`src/rtl/leaf_dispatch_rr.sv`:
```
// Round-robin dispatch: input FIFO, one holding register, one-hot offer to NUM_LEAVES leaves.
// Optional stall-timeout leaf skipping is enabled with `define LEAF_DISPATCH_SKIP_EN.
module leaf_dispatch_rr #(
  parameter int DATA_W     = 8,
  parameter int NUM_LEAVES = 5,
  parameter int DEPTH      = 4,
  parameter int TIMEOUT    = 8
) (
  input  logic                       clk,
  input  logic                       rst,
  input  logic                       in_valid,
  output logic                       in_ready,
  input  logic [DATA_W-1:0]          in_data,
  output logic [NUM_LEAVES-1:0]      out_valid,
  input  logic [NUM_LEAVES-1:0]      out_ready,
  output logic [DATA_W-1:0]          out_data,
  output logic [$clog2(DEPTH):0]     fifo_count,
  output logic [15:0]                sent_count,
  output logic [7:0]                 skip_count
);

  localparam int AW = $clog2(DEPTH);
  localparam int CW = AW + 1;
  localparam int PW = $clog2(NUM_LEAVES);

  if (NUM_LEAVES < 2 || NUM_LEAVES > 16) begin : g_bad_leaves
    $error("leaf_dispatch_rr: NUM_LEAVES must be 2..16");
  end
  if (DEPTH < 2 || (DEPTH & (DEPTH - 1)) != 0) begin : g_bad_depth
    $error("leaf_dispatch_rr: DEPTH must be a power of two >= 2");
  end
  if (TIMEOUT < 1 || TIMEOUT > 255) begin : g_bad_timeout
    $error("leaf_dispatch_rr: TIMEOUT must be 1..255");
  end

  typedef enum logic {IDLE, OFFER} state_t;

  logic [DATA_W-1:0] mem [DEPTH];
  logic [AW-1:0]     wr_ptr, rd_ptr;
  logic [CW-1:0]     count_q;
  logic              full, empty, push, pop;

  state_t            state_q, state_d;
  logic [PW-1:0]     rr_ptr_q, rr_next;
  logic [DATA_W-1:0] hold_q;
  logic [15:0]       sent_q;
  logic              hs, advance, skip;

  assign full       = (count_q == CW'(DEPTH));
  assign empty      = (count_q == '0);
  // No pass-through when full, even if the head leaves this cycle.
  assign in_ready   = !rst && !full;
  assign push       = in_valid && in_ready;
  assign fifo_count = count_q;

  always_ff @(posedge clk) begin
    if (rst) begin
      wr_ptr  <= '0;
      rd_ptr  <= '0;
      count_q <= '0;
    end else begin
      if (push) wr_ptr <= wr_ptr + 1'b1;
      if (pop)  rd_ptr <= rd_ptr + 1'b1;
      case ({push, pop})
        2'b10:   count_q <= count_q + 1'b1;
        2'b01:   count_q <= count_q - 1'b1;
        default: count_q <= count_q;
      endcase
    end
  end

  always_ff @(posedge clk) begin
    if (push) mem[wr_ptr] <= in_data;
  end

  assign hs      = (state_q == OFFER) && out_ready[rr_ptr_q];
  assign rr_next = (rr_ptr_q == PW'(NUM_LEAVES - 1)) ? '0 : rr_ptr_q + 1'b1;

  always_comb begin
    state_d   = state_q;
    pop       = 1'b0;
    advance   = 1'b0;
    out_valid = '0;
    case (state_q)
      IDLE: begin
        if (!empty) begin
          pop     = 1'b1;
          state_d = OFFER;
        end
      end
      OFFER: begin
        out_valid[rr_ptr_q] = 1'b1;
        if (hs) begin
          advance = 1'b1;
          if (!empty) pop = 1'b1;
          else        state_d = IDLE;
        end else if (skip) begin
          advance = 1'b1;
        end
      end
      default: state_d = IDLE;
    endcase
  end

  always_ff @(posedge clk) begin
    if (rst) begin
      state_q  <= IDLE;
      rr_ptr_q <= '0;
      hold_q   <= '0;
      sent_q   <= '0;
    end else begin
      state_q <= state_d;
      if (advance) rr_ptr_q <= rr_next;
      if (pop)     hold_q   <= mem[rd_ptr];
      if (hs)      sent_q   <= sent_q + 1'b1;
    end
  end

  assign out_data   = hold_q;
  assign sent_count = sent_q;

`ifdef LEAF_DISPATCH_SKIP_EN
  logic [7:0] stall_q;
  logic [7:0] skip_q;

  // Skip fires on the TIMEOUT-th consecutive stalled cycle; a handshake always wins.
  assign skip = (state_q == OFFER) && !out_ready[rr_ptr_q] && (stall_q == 8'(TIMEOUT - 1));

  always_ff @(posedge clk) begin
    if (rst) begin
      stall_q <= '0;
      skip_q  <= '0;
    end else begin
      if (state_q != OFFER || hs || skip) stall_q <= '0;
      else                                stall_q <= stall_q + 1'b1;
      if (skip && skip_q != 8'hFF) skip_q <= skip_q + 1'b1;
    end
  end

  assign skip_count = skip_q;
`else
  assign skip       = 1'b0;
  assign skip_count = '0;
`endif

endmodule

```
`config.mk`:
```
export PLATFORM = sky130hd
export DESIGN_NAME = leaf_dispatch_rr
export DESIGN_NICKNAME = d
export VERILOG_FILES = /design/src/rtl/leaf_dispatch_rr.sv
export SDC_FILE = /design/constraint.sdc
export NUM_CORES = 1
export LEC_CHECK = 0
export BUFFER_PORTS_ARGS = -buffer_cell sky130_fd_sc_hd__buf_2
export CAP_MARGIN = 10
export CORE_MARGIN = 2
export CORE_UTILIZATION = 55
export DETAILED_ROUTE_END_ITERATION = 16
export MAX_ROUTING_LAYER = met4
export PLACE_DENSITY = 0.79
export SETUP_SLACK_MARGIN = 0.02
export SYNTH_ARGS = -nofsm -noshare
export SYNTH_HDL_FRONTEND = slang
export SYNTH_SLANG_ARGS = --single-unit
export TNS_END_PERCENT = 10
```
`constraint.sdc`:
```
create_clock -name clk -period 3.1 [get_ports clk]
set_input_delay 0.775 -clock clk [delete_from_list [all_inputs] [get_ports clk]]
set_output_delay 0.775 -clock clk [all_outputs]
set_load 0.01 [all_outputs]
```
==> metrics, run 1 <==
WL final ~5.7 mm; clock slew at reported path FFs 0.08 ns; WP data required 3.36 ns; top_reg_cell synth dfxtp_1; core area ~5200 um2; Vias/cell 5.54; H-tree lvl count 3; CTS Buf Count 9; RR Startpoint fifo_count[0]; hold_sp sent_count[15]; final instance area 3450 um2; Total GRT Usage 20.8%; register area share after synthesis 55.0%; Pleak between 1 and 1.5 nW; layout cell share with drive strength beyond 1 a little over a quarter; die extent in x between 70 and 80 um; first-pass GRT wire length between 9 and 10 mm; Critical Path AT 2.75 ns; Worst path top cell family by delay adder cells; DR pass1 iterations 4; outcome finished clean; crit-path max cell delay 0.38 ns; CTS tree built; largest net degree at the start of global routing 36; Critical-path top delay cell fa_1; placed cell area around 3300 um2; CP max FO 6; number of synthesized flops with an enable pin 32; Crit Path Class in2reg; Critical Path Sink Type flip-flop; via count 2083; pwr/cell area about 740 nW/um2; vias in the first global route between 1500 and 2000; Final Non-Filler Cells roughly 380; Critical Path, Cell by Cell buf_2 > a21oi_1 > and2_1 > inv_1 > ha_1 > fa_1 > xnor2_1 > or3_1 > a21oi_1; setup_tns 0 ns; Final Setup Violations 0; crit-path most repeated cell a21oi_1; most numerous cell in the Yosys netlist dfxtp_1; die height a little under 80 um; Port Buffers 48; synthesized area just over 3000 um2; max-slew violations 0; Core Rows 26; Placed Cells incl. Taps between 300 and 400; Hold Buf Count CTS 0; CTS sink count 67; Placement Setup Slack roughly 0.27 ns; crit share post-route about 80%; Starting Density around three fifths; Hold Vio Cnt, Final 0; Min-Delay Path Class reg2reg; post-CTS setup buffer count 0; asr flop ratio synth 0%; Crit path buffers/inverters 2; number of synthesized register bits 67; fin crit period ~2.5 ns; Syn Inst Count around 250; IO Pins between 50 and 60; Post-DP HPWL 3.75 mm; area fraction of the dominant cell type after synthesis 31.8%; initial antenna violation count 0; CP startpoint rst; upper clock frequency limit about 0.40 GHz; top post-synthesis cells by area edfxtp_1 32%, dfxtp_1 23%, mux4_2 6.0%, mux2i_1 4.6%, ha_1 3.3%; Fin Clk Skew approximately 0.006 ns; Final nets approximately 330; post-cts resize count 0; worst skew pair latency approximately 0.34 ns; YS warnings 0; Synth cell types 42; drt initial violations slightly below 90; CTS root buf clkbuf_8; GPL Wtd Cong 0.821; max_slew headroom between 50% and 60%; worst vdd rail ir drop 453 uV; RSZ-0062 raised after global routing no; max cap viols 0; synthesized area per cell roughly 12 um2; filler instances roughly 410; Slew @ Worst Pin roughly 0.65 ns; Setup crit start kind primary input; die area 6100 um2; final setup margin around 0.61 ns; Synth area leader edfxtp_1; WL/cell around 15 um; Clock Path Buffers 2; number of remaining DRC errors 0; P&R area growth vs syn 14.2%; commonest cells in the synthesized netlist 35 x dfxtp_1, 32 x edfxtp_1, 26 x nor2_1; gr ovfl total 0; ANT cells 0; Final ANT Viol Nets 0
-- flip-flops by register name (all words and copies together) (netlist names) --
name	cells
rr_ptr_q	3
wr_ptr	2
fifo_count	3
rd_ptr	2
sent_count	16
state_q	1
mem	32
out_data	8
-- power breakdown --
part	internal, mW	switching (mW)
clock network	0.368	0.338
registers	1.03	0.123
logic	0.349	0.345
-- path summary, 6_finish.rpt --
path	to	slack, ns	depth (start not counted)
worst min-delay path	sent_count[15]	0.48	2
worst max-delay path	fifo_count[2]	0.61	9
worst min register to register	sent_count[15]	0.48	2
worst max register to register	fifo_count[2]	0.62	9
-- worst min-delay path, delay by kind of cell (launching register included) --
| family | cells | cell delay [ns] |
|---|---|---|
| flops | 1 | 0.32 |
| compound gates | 2 | 0.12 |
-- per-layer routing --
metal | share of wire (%) | vias up | GRT usage, % | routed length, um
met5 | 0 | - | - | 0
met4 | 1.3 | 0 | 7.37 | 75
met3 | 4.7 | 6 | 5.40 | 268
met2 | 51 | 48 | 34.0 | 2880
met1 | 43 | 1016 | 25.1 | 2440
li1 | - | 1013 | - | -
-- placed cells by master, fill, tap and decap left out, drive strengths merged, types with 2 or more instances in the layout --
cell type and instances:
conb 8, o31ai 8, ha 8, nand3 7, or3 8, o41ai 2, and3 4, inv 8
dfxtp 35, nand4 3, or4 7, nand2 7, clkinv 5, nor2 26, mux2i 14, o21ai 9
or2 2, xnor2 2, mux4 8, or4b 2, xor2 4, nand2b 5, clkbuf 9, buf 50
edfxtp 32, a21oi 18, and4 2
-- cells by family (layout without fill, tap and decap cells) --
group           Yosys count  in the layout  share of synthesized area, %
mux                      22             22                          10.6
simple gates             76             76                          14.2
flops                    67             67                          55.0
other cells               1              8                         0.124
fa+ha+maj                 9              9                          3.98
compound gates           44             44                          8.99
xor+xnor                  6              6                          1.74
buf+inv                  29             74                          5.42
-- per-stage QoR --
stage | power (mW) | hold slack (ns) | util [%]
floorplan | 1.70 | 0.496 | -
global route | 2.70 | 0.526 | 66.3
global placement | 1.85 | 0.459 | 62.6
finish | 2.55 | 0.480 | 66.3
CTS | 2.58 | 0.481 | 66.3
detailed placement | 1.88 | 0.471 | 62.6
-- final cells by class --
class,instances,area [um2],area share [%]
Sequential cell,67,1660,48.2
Multi-Input combinational cell,165,1220,35.4
Timing Repair Buffer,50,255,7.40
Clock buffer,9,124,3.59
Tap cell,70,87.6,2.54
Clock inverter,7,68.8,1.99
Inverter,8,30.0,0.871
Note: power is estimated with default switching activity, not from simulation.
==> run 2, diff against run 1 <==
--- a/config.mk
+++ b/config.mk
@@ -5,13 +5,14 @@
 export SDC_FILE = /design/constraint.sdc
 export NUM_CORES = 1
 export LEC_CHECK = 0
+export ABC_AREA = 1
 export BUFFER_PORTS_ARGS = -buffer_cell sky130_fd_sc_hd__buf_2
 export CAP_MARGIN = 10
 export CORE_MARGIN = 2
-export CORE_UTILIZATION = 55
+export CORE_UTILIZATION = 50
 export DETAILED_ROUTE_END_ITERATION = 16
 export MAX_ROUTING_LAYER = met4
-export PLACE_DENSITY = 0.79
+export PLACE_DENSITY = 0.75
 export SETUP_SLACK_MARGIN = 0.02
 export SYNTH_ARGS = -nofsm -noshare
 export SYNTH_HDL_FRONTEND = slang
==> constraint.sdc (replaced) <==
create_clock -name clk -period 2.2 [get_ports clk]
set_input_delay 0.55 -clock clk [delete_from_list [all_inputs] [get_ports clk]]
set_output_delay 0.55 -clock clk [all_outputs]
set_load 0.01 [all_outputs]
==> metrics, run 2 <==
commonest cells in the synthesized netlist 73 x nand2_1, 68 x nor2_1, 35 x dfxtp_1; synthesized area per cell 8.58 um2 (-28%); Setup crit start kind flip-flop; crit share post-route about nine tenths; Placement Setup Slack -0.112 ns (-0.382 ns); Sequential Power Share 40.6% (-4.6 points); hold_sp in_data[5]; Vias/cell 5.07 (-8.4%); final setup margin 0.183 ns (-0.428 ns); Starting Density 51.8% (-6.3 points); Core Rows 29 (+12%); Critical Path, Cell by Cell inv_6 > nand2_1 > nand3_1 > nand2_2 > nor2_4 > nand2_2 > nand2_2 > inv_2 > ha_1 > fa_2 > nor2_1 > nor2_1 > and3_1 > nor3_2; Final Setup Violations 0 (unchanged); max FFs per register 32 (unchanged); upper clock frequency limit 0.496 GHz; vias in the first global route 2453 (+25%); largest reg by FF count mem; clock slew at reported path FFs 0.08 ns (about the same); WP data required 2.47 ns (-0.89 ns); internal power 2.54 mW (+45%); Slew @ Worst Pin 0.589 ns (-0.0577 ns); Final nets 468 (+44%); number of remaining DRC errors 0 (unchanged); most frequent cells in the layout 73 x nand2_1, 68 x nor2_1, 48 x buf_2; first-pass GRT wire length 11.2 mm (+20%); filler instances 561 (+38%); gr ovfl total 0 (unchanged); crit-path max cell delay 0.38 ns (about the same); placed cell area 3600 um2 (+10%); Fin Clk Skew 0.00907 ns (+0.00304 ns); top post-synthesis cells by area edfxtp_1 29%, dfxtp_1 21%, nand2_1 8.3%, nor2_1 7.8%, o21ai_0 4.9%; number of synthesized flops with an enable pin 32 (unchanged); WHS Path Cells 1 (-1); most numerous cell in the Yosys netlist nand2_1; Clk network pwr share 26.3% (-1.3 points); Synth area leader edfxtp_1; pwr/cell area 1050 nW/um2 (+41%); via count 2663 (+28%); CTS Buf Count 9 (unchanged); Crit Path Class reg2reg; WL final 6.64 mm (+17%); Worst Hold Path EP mem[3][5]; worst skew pair latency 0.34 ns (about the same); die height 85.1 um (+8.9%); CTS tree built; Worst path top cell family by delay simple AND/OR/NAND/NOR gates; Hold Buf Count CTS 0 (unchanged); Post-DP HPWL 4.48 mm (+19%); register area share after synthesis 50.6% (-4.4 points); Worst path depth 14 (+5); Critical-path top delay cell dfxtp_4; Syn Inst Count 383 (+51%); ANT cells 0 (unchanged); WL/cell 12.6 um (-16%); YS warnings 0 (unchanged); max_slew headroom 60.7% (+3.9 points); outcome finished clean; reg2reg setup slack 0.18 ns (-0.44 ns); GPL Wtd Cong 0.876 (+6.7%); CTS root buf clkbuf_8; RSZ-0062 raised after global routing no; max cap viols 0 (unchanged); fin crit period between 2 and 2.5 ns; cells on worst reg2reg path 14 (+5); CP max FO 7 (+1); Comb power frac 33.1% (+6.0 points); Final Non-Filler Cells 525 (+40%); Placed Cells incl. Taps 507 (+41%); IO Pins 57 (unchanged); die area 7240 um2 (+19%); Pleak 1.57 nW (+16%); drt initial violations 151 (+74%); P&R area growth vs syn 16.8%; CTS sink count 67 (unchanged); area fraction of the dominant cell type after synthesis 29.2% (-2.6 points); Hold Vio Cnt, Final 0 (unchanged); Synth cell types 32 (-24%); largest net degree at the start of global routing 22 (-39%); initial antenna violation count 0 (unchanged); Critical Path Sink Type flip-flop; commonest non-fill, non-tap cell in the layout nand2_1; core area 6350 um2 (+22%); crit-path most repeated cell nand2_2; worst hold slack 0.418 ns (-0.0621 ns); asr flop ratio synth 0% (unchanged); layout cell share with drive strength beyond 1 23.9% (-2.3 points); final instance area 3840 um2 (+11%); Crit path buffers/inverters 2 (unchanged); synthesized area 3290 um2 (+8.8%); die extent in x 85.1 um (+8.9%); Critical Path AT 2.28 ns (-0.47 ns); number of synthesized register bits 67 (unchanged); top_reg_cell synth dfxtp_1; Total GRT Usage 19.9% (-0.85 points); Clock Path Buffers 2 (unchanged); Port Buffers 48 (unchanged); switch share 36.6% (+5.1 points); DR pass1 iterations 4 (unchanged); Min-Delay Path Class in2reg; H-tree lvl count 3 (unchanged); Final ANT Viol Nets 0 (unchanged); Worst R2R End fifo_count[2]; worst vdd rail ir drop 618 uV (+36%); Net Switching 1.47 mW (+82%); RR Startpoint rr_ptr_q[0]; max-slew violations 0 (unchanged)
[run 2: final cells by class]
class | instances | area [um2] | area share [%]
clock buffer | 9 | 124 | 3.23
clock inverter | 7 | 81.3 | 2.12
inverter | 31 | 121 | 3.16
multi-input combinational | 270 | 1380 | 36.0
sequential | 67 | 1670 | 43.6
tap | 77 | 96.3 | 2.51
timing repair buffer | 64 | 360 | 9.38
[run 2: metal layers]
metal  track usage [%]  share of wire (%)  up-vias
met4              7.50               0.65        0
met5                 -                  0        -
met1              25.9                 47     1230
met3              4.57                5.4        2
li1                  -                  -     1365
met2              30.5                 47       66
[run 2: how the worst max path moves through the flow]
| stage | slack (ns) | end | from |
|---|---|---|---|
| after global routing | 0.06 | fifo_count[2] | rr_ptr_q[0] |
| after floorplan | 0.03 | fifo_count[2] | out_ready[2] |
| after detailed placement | -0.11 | fifo_count[2] | out_ready[2] |
| after CTS | 0.05 | fifo_count[2] | rr_ptr_q[0] |
| after global placement | 0.02 | fifo_count[2] | out_ready[3] |
| final | 0.18 | fifo_count[2] | rr_ptr_q[0] |
[run 2: what timing repair did]
action	CTS	global route
buffers inserted	0	2
pin swaps	0	2
endpoints found under the setup margin	1	1
resized for setup	2	8
[run 2: stage by stage]
step | setup TNS (ns) | util [%] | total power, mW
floorplan | 0 | - | 2.59
global placement | 0 | 56.6 | 2.89
detailed placement | -0.112 | 56.6 | 2.95
CTS | 0 | 59.9 | 4.02
global route | 0 | 60.5 | 4.31
finish | 0 | 60.5 | 4.01
[run 2: kinds of logic after synthesis]
logic type / share of synthesized area (%)
AOI/OAI and AO/OA: 9.86
xor gates and xnor gates: 2.13
adders and majority gates: 3.65
buffers and inverters: 8.37
DFF: 50.6
other: 0.114
and+or+nand+nor: 25.3
[run 2: power by group through the flow]
stage | clock, mW | combinational [mW] | sequential (mW)
floorplan | 0 | 0.966 | 1.63
global placement | 0 | 1.25 | 1.64
detailed placement | 0 | 1.30 | 1.65
CTS | 1.09 | 1.30 | 1.63
global route | 1.14 | 1.51 | 1.66
finish | 1.06 | 1.33 | 1.63
==> run 3, diff against run 2 <==
--- a/config.mk
+++ b/config.mk
@@ -5,11 +5,11 @@
 export SDC_FILE = /design/constraint.sdc
 export NUM_CORES = 1
 export LEC_CHECK = 0
-export ABC_AREA = 1
+export ABC_AREA = 0
 export BUFFER_PORTS_ARGS = -buffer_cell sky130_fd_sc_hd__buf_2
 export CAP_MARGIN = 10
 export CORE_MARGIN = 2
-export CORE_UTILIZATION = 50
+export CORE_UTILIZATION = 49
 export DETAILED_ROUTE_END_ITERATION = 16
 export MAX_ROUTING_LAYER = met4
 export PLACE_DENSITY = 0.75
==> metrics, run 3 (same netlist as run 1, synthesis figures left out) <==
first-pass GRT wire length 8.93 mm (-20%); Min-Delay Path Class in2reg; Placed Cells incl. Taps 380 (-25%); Setup crit start kind flip-flop; number of remaining DRC errors 0 (unchanged); Crit path buffers/inverters 1 (-1); Post-DP HPWL 3.88 mm (-13%); upper clock frequency limit 0.473 GHz (-4.6%); CP max FO 5 (-2); largest reg by FF count mem; CTS Buf Count 9 (unchanged); Critical Path Sink Type flip-flop; Clk network pwr share 27.3% (+1.0 points); Total GRT Usage 18.4% (-1.5 points); cells on worst reg2reg path 9 (-5); P&R area growth vs syn 20.1%; Worst path top cell family by delay adder cells; Final Setup Violations 0 (unchanged); die extent in x 82.5 um (-3.0%); die area 6810 um2 (-5.9%); drt initial violations 104 (-31%); Comb power frac 31.7% (-1.4 points); most frequent cells in the layout 48 x buf_2, 34 x dfxtp_1, 32 x edfxtp_1; commonest non-fill, non-tap cell in the layout buf_2; Clock Path Buffers 2 (unchanged); core area 5960 um2 (-6.2%); WHS Path Cells 1 (unchanged); crit-path max cell delay 0.38 ns (about the same); clock slew at reported path FFs 0.07 ns (about the same); RR Startpoint rr_ptr_q[1]; placed cell area 3400 um2 (-5.3%); die height 82.5 um (-3.0%); Sequential Power Share 40.9% (+0.3 points); final setup margin 0.0851 ns (-0.0981 ns); outcome finished clean; Hold Buf Count CTS 0 (unchanged); CTS tree built; Worst R2R End fifo_count[2]; GPL Wtd Cong 0.827 (-5.6%); pwr/cell area 1050 nW/um2 (+0.74%); max-slew violations 0 (unchanged); Worst Hold Path EP mem[3][1]; max FFs per register 32 (unchanged); worst vdd rail ir drop 701 uV (+13%); Critical Path AT 2.38 ns (+0.10 ns); gr ovfl total 0 (unchanged); Net Switching 1.16 mW (-21%); layout cell share with drive strength beyond 1 32.4% (+8.5 points); DR pass1 iterations 4 (unchanged); Final Non-Filler Cells 396 (-25%); vias in the first global route 2006 (-18%); WL final 5.64 mm (-15%); Hold Vio Cnt, Final 0 (unchanged); Crit Path Class reg2reg; via count 2140 (-20%); max cap viols 0 (unchanged); final instance area 3630 um2 (-5.5%); CTS sink count 67 (unchanged); IO Pins 57 (unchanged); fin crit period 2.11 ns (+0.0981 ns); Starting Density 50.7% (-1.0 points); Placement Setup Slack -0.132 ns (-0.0200 ns); Core Rows 28 (-3.4%); Port Buffers 48 (unchanged); reg2reg setup slack 0.09 ns (-0.10 ns); WL/cell 14.2 um (+13%); Final nets 341 (-27%); internal power 2.66 mW (+4.7%); Fin Clk Skew 0.00747 ns (-0.00160 ns); initial antenna violation count 0 (unchanged); Final ANT Viol Nets 0 (unchanged); Pleak 1.44 nW (-8.0%); CTS root buf clkbuf_8; Critical-path top delay cell dfxtp_4; Vias/cell 5.40 (+6.5%); worst skew pair latency 0.34 ns (about the same); RSZ-0062 raised after global routing yes; WP data required 2.47 ns (about the same); largest net degree at the start of global routing 36 (+64%); hold_sp in_data[1]; switch share 30.3% (-6.3 points); H-tree lvl count 3 (unchanged); crit share post-route 96.1% (+4.5 points); ANT cells 0 (unchanged); Critical Path, Cell by Cell mux2i_1 > o22ai_2 > o21ai_2 > inv_2 > ha_4 > fa_2 > xnor2_1 > or3_1 > a21oi_1
-- run 3: worst max-delay path by stage --
stage / startpoint / to / slack, ns / cells past startpoint
after detailed placement: out_ready[3] / fifo_count[2] / -0.13 / 10
after CTS: rr_ptr_q[1] / fifo_count[2] / 0.04 / 9
final: rr_ptr_q[1] / fifo_count[2] / 0.09 / 9
after global routing: rr_ptr_q[1] / fifo_count[2] / -0.03 / 9
after floorplan: out_ready[3] / fifo_count[2] / -0.06 / 10
after global placement: out_ready[3] / fifo_count[2] / -0.09 / 10
-- run 3: power groups by stage --
| stage | combinational, mW | clock [mW] | sequential (mW) |
|---|---|---|---|
| 2_1_floorplan | 0.854 | 0 | 1.60 |
| 3_3_place_gp | 1.18 | 0 | 1.59 |
| 3_5_place_dp | 1.21 | 0 | 1.59 |
| 4_1_cts | 1.22 | 1.07 | 1.57 |
| 5_1_grt | 1.35 | 1.14 | 1.58 |
| 6_report | 1.21 | 1.04 | 1.56 |
-- run 3: routing by layer --
metal / routed length, um / global-route usage [%]
met4: 74 / 6.56
met1: 2450 / 20.1
met2: 2830 / 31.1
met5: 0 / -
met3: 284 / 6.63
-- run 3: layout make-up --
| cell class | instances | area (um2) |
|---|---|---|
| clock inverter | 5 | 60.1 |
| sequential | 67 | 1670 |
| clock buffer | 11 | 151 |
| timing repair buffer | 65 | 368 |
| fill | 483 | 2330 |
| inverter | 8 | 30.0 |
| tap | 75 | 93.8 |
| multi-input combinational | 165 | 1260 |
-- run 3: repair_timing --
action                     in CTS  in global routing
pin swaps                       0                  2
resized for setup               1                  3
setup endpoints to repair       1                  1
buffers inserted                0                  0
-- run 3: metrics by stage --
| stage | power, mW | util, % | setup TNS (ns) | hold WS (ns) |
|---|---|---|---|---|
| final | 3.82 | 60.9 | 0 | 0.427 |
| after global routing | 4.07 | 60.9 | -0.0260 | 0.412 |
| after CTS | 3.86 | 60.7 | 0 | 0.410 |
| after detailed placement | 2.80 | 57.2 | -0.132 | 0.485 |
| after global placement | 2.77 | 57.2 | -0.0910 | 0.459 |
| after floorplan | 2.46 | - | -0.0598 | 0.496 |
